`src/rtl/serial_digit_adder.sv`:
```
// Multi-cycle adder/subtractor: one DIGIT-bit ripple slice per cycle with the
// inter-slice carry held in a register, valid/ready handshake on both sides.
module serial_digit_adder #(
  parameter int unsigned WIDTH = 16,
  parameter int unsigned DIGIT = 4
) (
  input  logic             clk,
  input  logic             rst_n,
  input  logic             in_valid,
  output logic             in_ready,
  input  logic [WIDTH-1:0] a,
  input  logic [WIDTH-1:0] b,
  input  logic             carry_in,
  input  logic             sub,
  output logic             out_valid,
  input  logic             out_ready,
  output logic [WIDTH-1:0] sum,
  output logic             carry_out,
  output logic             overflow
);

  localparam int unsigned N    = WIDTH / DIGIT;
  localparam int unsigned IdxW = (N > 1) ? $clog2(N) : 1;
  localparam logic [IdxW-1:0] LastIdx = IdxW'(N - 1);

  if ((WIDTH % DIGIT) != 0) begin : gen_param_check
    $error("serial_digit_adder: WIDTH must be a multiple of DIGIT");
  end

  typedef enum logic [1:0] {StIdle, StBusy, StDone} state_e;

  state_e            state_q, state_d;
  logic [WIDTH-1:0]  a_q, a_d;
  logic [WIDTH-1:0]  b_q, b_d;
  logic              carry_q, carry_d;
  logic [IdxW-1:0]   idx_q, idx_d;
  logic [WIDTH-1:0]  sum_q, sum_d;
  logic              carry_out_q, carry_out_d;
  logic              overflow_q, overflow_d;

  logic [DIGIT-1:0]  dig_a, dig_b, dig_s;
  logic [DIGIT:0]    chain;
  int unsigned       base;

  // Ripple chain over the current digit; chain[DIGIT-1] is the carry into its MSB.
  always_comb begin
    base     = 32'(idx_q) * DIGIT;
    dig_a    = a_q[base +: DIGIT];
    dig_b    = b_q[base +: DIGIT];
    dig_s    = '0;
    chain    = '0;
    chain[0] = carry_q;
    for (int i = 0; i < DIGIT; i++) begin
      dig_s[i]     = dig_a[i] ^ dig_b[i] ^ chain[i];
      chain[i + 1] = (dig_a[i] & dig_b[i]) | (chain[i] & (dig_a[i] ^ dig_b[i]));
    end
  end

  always_comb begin
    state_d     = state_q;
    a_d         = a_q;
    b_d         = b_q;
    carry_d     = carry_q;
    idx_d       = idx_q;
    sum_d       = sum_q;
    carry_out_d = carry_out_q;
    overflow_d  = overflow_q;
    unique case (state_q)
      StIdle: begin
        if (in_valid) begin
          a_d     = a;
          b_d     = sub ? ~b : b;
          carry_d = sub ? 1'b1 : carry_in;
          idx_d   = '0;
          state_d = StBusy;
        end
      end
      StBusy: begin
        sum_d[base +: DIGIT] = dig_s;
        carry_d              = chain[DIGIT];
        idx_d                = idx_q + 1'b1;
        if (idx_q == LastIdx) begin
          carry_out_d = chain[DIGIT];
          overflow_d  = chain[DIGIT-1] ^ chain[DIGIT];
          idx_d       = '0;
          state_d     = StDone;
        end
      end
      StDone: begin
        if (out_ready) begin
          state_d = StIdle;
        end
      end
      default: state_d = StIdle;
    endcase
  end

  always_ff @(posedge clk) begin
    if (!rst_n) begin
      state_q     <= StIdle;
      a_q         <= '0;
      b_q         <= '0;
      carry_q     <= 1'b0;
      idx_q       <= '0;
      sum_q       <= '0;
      carry_out_q <= 1'b0;
      overflow_q  <= 1'b0;
    end else begin
      state_q     <= state_d;
      a_q         <= a_d;
      b_q         <= b_d;
      carry_q     <= carry_d;
      idx_q       <= idx_d;
      sum_q       <= sum_d;
      carry_out_q <= carry_out_d;
      overflow_q  <= overflow_d;
    end
  end

  assign in_ready  = (state_q == StIdle);
  assign out_valid = (state_q == StDone);
  assign sum       = sum_q;
  assign carry_out = carry_out_q;
  assign overflow  = overflow_q;

endmodule

```
`config.mk`:
```
export PLATFORM = sky130hd
export DESIGN_NAME = serial_digit_adder
export DESIGN_NICKNAME = d
export VERILOG_FILES = /design/src/rtl/serial_digit_adder.sv
export SDC_FILE = /design/constraint.sdc
export NUM_CORES = 1
export LEC_CHECK = 0
export CAP_MARGIN = 20
export CORE_MARGIN = 8
export CORE_UTILIZATION = 50
export CTS_BUF_LIST = sky130_fd_sc_hd__clkbuf_16
export DETAILED_ROUTE_END_ITERATION = 6
export HOLD_SLACK_MARGIN = 0.05
export MAX_ROUTING_LAYER = met4
export PLACE_DENSITY = 0.82
export SETUP_SLACK_MARGIN = 0.02
export SYNTH_ARGS = -nofsm -noshare
export SYNTH_HDL_FRONTEND = slang
export SYNTH_SLANG_ARGS = --single-unit
```
`constraint.sdc`:
```
create_clock -name clk -period 3.7 [get_ports clk]
set_input_delay 0.74 -clock clk [delete_from_list [all_inputs] [get_ports clk]]
set_output_delay 0.74 -clock clk [all_outputs]
set_load 0.005 [all_outputs]
```
==> reports/results.ini <==
[status]
outcome = completed

[floorplan]
die_h_um = 87.3
io_pins = 58
core_mm2 = 0.00501
die-area_mm2 = 0.00761
die_x_um = 87.3
num_rows = 26
start_util_pct = 50.7

[placed_design]
io_buffers = 57
hpwl_mm = 4.04
gp_congestion = 0.808
dpl_worst_slack_ns = 0.701

[global_route]
overflow = 0
grt_first_pass_wirelength_mm = 9.03
grt_max_degree = 49
grt_pass1_vias = 1928
antenna_found_initial = 0
grt_usage_pct = 15.3

[timing]
worst_pin_slew_ns = 0.655
fin_crit_ns = 3.01
slew_headroom_pct = 56.2
max_freq_mhz = 332
setup_viol = 0
period_share_pct = 81.5
final.setup.tns_ns = 0
rsz0062_at_grt = no
fin_ws_ns = 0.685
skew_ns = 0.00736
slew_viol_final = 0
hold_violations = 0

[synthesis]
synth_async_sr_flop_share_pct = 0
syn-cell-area_mm2 = 0.00254
ys_seq_elements = 55
avgSynthCellArea_um2 = 9.27
syn-num-nets = 322
syn_inst = 274
synth_common_cells = 55 x dfxtp_1, 52 x nand2_1, 22 x a21oi_1, 21 x nor2_1
synthFlopType = dfxtp_1
yosysTopAreaCell = dfxtp_1
synth-edff-count = 0
ys_top_cells_by_area = dfxtp_1 43%, nand2_1 7.7%, xnor2_1 5.5%
synth_top_area_share_pct = 43.4
synth.distinct_cells = 32
synth_most_common_cell = dfxtp_1
seq_area_frac_synth_pct = 43.4
yosys_warnings = 0

[setup_path]
critPathMaxFanout = 11
cp-startpoint = idx_q[0]
path_class = reg2reg
end_kind = flop
required_ns = 3.89
critPathLaunchType = flop
rr_startpoint = idx_q[0]
worst_ep_arrival_time_ns = 3.20

[routing]
route.vias.total = 2008
drt-initial-drc-count = 79
wl_mm = 5.46
firstDrtPassIters = 4
drcViolationCount = 0
wl_per_cell_um = 13.8
viasPerCell = 5.07
ant_nets = 0

[cts]
post-cts-setup-buffers = 0
cts_sinks = 55
cts_resized = 0
cts_buffers = 5
h-tree-depth = 2
cts_tree = yes
hold_buffers = 0
clk_path_buf_depth = 2
root_buffer = clkbuf_16
clk_pin_slew_worst_paths_ns = 0.07
clk_latency_ns = 0.29

[finish]
area_delta_synth_final_pct = 31.1
drive_above_1_share_pct = 6.13
nFillCells = 443
multi_input_area_mm2 = 0.00132
postLayoutCoreUtil_pct = 66.4
regArea_mm2 = 0.00110
nNetsFinal = 373
n_antenna_cell = 0

[power_and_ir_drop]
pwr_density_cell_mw_per_mm2 = 417
leakagePower_uw = 0.00122
ir_worst_vdd_mv = 0.305

[worst_hold_path]
hp-class = reg2reg
min_from = sum[14]

[flow_run]
drv_cap = 0

## worst max-delay path, stage by stage, from the launching register on
cell	delay [ns]
dfxtp_1	0.56
buf_4	0.25
mux4_1	0.54
inv_1	0.09
fa_1	0.17
inv_1	0.05
fa_1	0.43
fa_1	0.45
xor2_1	0.18
mux2i_1	0.13
nor2_1	0.06
## area by class of cell
cell class              count  area share (%)
repair buffers             63            18.5
inverters                  10            1.13
clock buffers               5            3.76
flip-flops and latches     55            33.1
well taps                  70            2.63
multi-input cells         190            39.6
clock inverters             3            1.28
## layer usage
layer	GRT usage (%)	vias to the layer above	part of all wire, %
li1	-	1049	-
met1	18.0	907	45
met2	25.3	47	50
met3	4.15	5	4.9
met4	3.75	0	0.84
met5	-	-	0
## power breakdown
group	switching, µW	total, µW	internal (µW)
Clock	206	525	319
Combinational	101	214	113
Sequential	23.5	648	625
Total	331	1390	1060
## through the flow
| stage | instances | hold slack [ns] | area (µm²) | power (µW) |
|---|---|---|---|---|
| finish | 396 | 0.453 | 3330 | 1390 |
| global route | 396 | 0.471 | 3330 | 1460 |
| CTS | 396 | 0.456 | 3330 | 1400 |
| detailed placement | 388 | 0.446 | 3160 | 874 |
| global placement | 388 | 0.441 | 3160 | 869 |
| floorplan | 274 | 0.432 | 2540 | 792 |
## logic make-up (layout without fill, tap and decap cells)
kind of cell,after synthesis,in the layout,share of synthesized area [%]
buffers and inverters,29,81,4.93
AND/OR/NAND/NOR,98,98,18.1
AO/OA/AOI/OAI,55,55,13.3
adder cells (fa/ha/maj),10,10,6.11
XOR/XNOR,17,17,5.86
flip-flops,55,55,43.4
multiplexers,10,10,8.33
## sequential cells by signal, summed over array words and instances, names as in the netlist
signal     flops
carry_q        1
overflow       1
carry_out      1
state_q        2
b_q           16
sum           16
a_q           16
idx_q          2
## placed cells by master, fill, tap and decap left out, types with 2 or more instances in the layout
| master | count |
|---|---|
| clkdlybuf4s50_1 | 57 |
| dfxtp_1 | 55 |
| nand2_1 | 52 |
| a21oi_1 | 22 |
| nor2_1 | 21 |
| xnor2_1 | 16 |
| a211oi_1 | 16 |
| o22ai_1 | 12 |
| inv_1 | 9 |
| ha_1 | 6 |
| buf_4 | 6 |
| mux4_2 | 5 |
| nand4_1 | 5 |
| clkbuf_16 | 5 |
| nand2b_1 | 4 |
| fa_1 | 4 |
| mux4_1 | 3 |
| or3b_1 | 3 |
| and3b_1 | 3 |
| nor2b_1 | 2 |
| clkinv_1 | 2 |
| o21ai_0 | 2 |
| nand3b_1 | 2 |
| nand3_1 | 2 |
| mux2i_1 | 2 |
## worst paths after layout
| check | to | slack [ns] | cells past startpoint |
|---|---|---|---|
| setup reg to reg | overflow | 0.69 | 10 |
| hold reg to reg | sum[14] | 0.45 | 2 |
| setup / recovery | overflow | 0.69 | 10 |
| hold / removal | sum[14] | 0.45 | 2 |
Note: power is estimated with default switching activity, not from simulation.
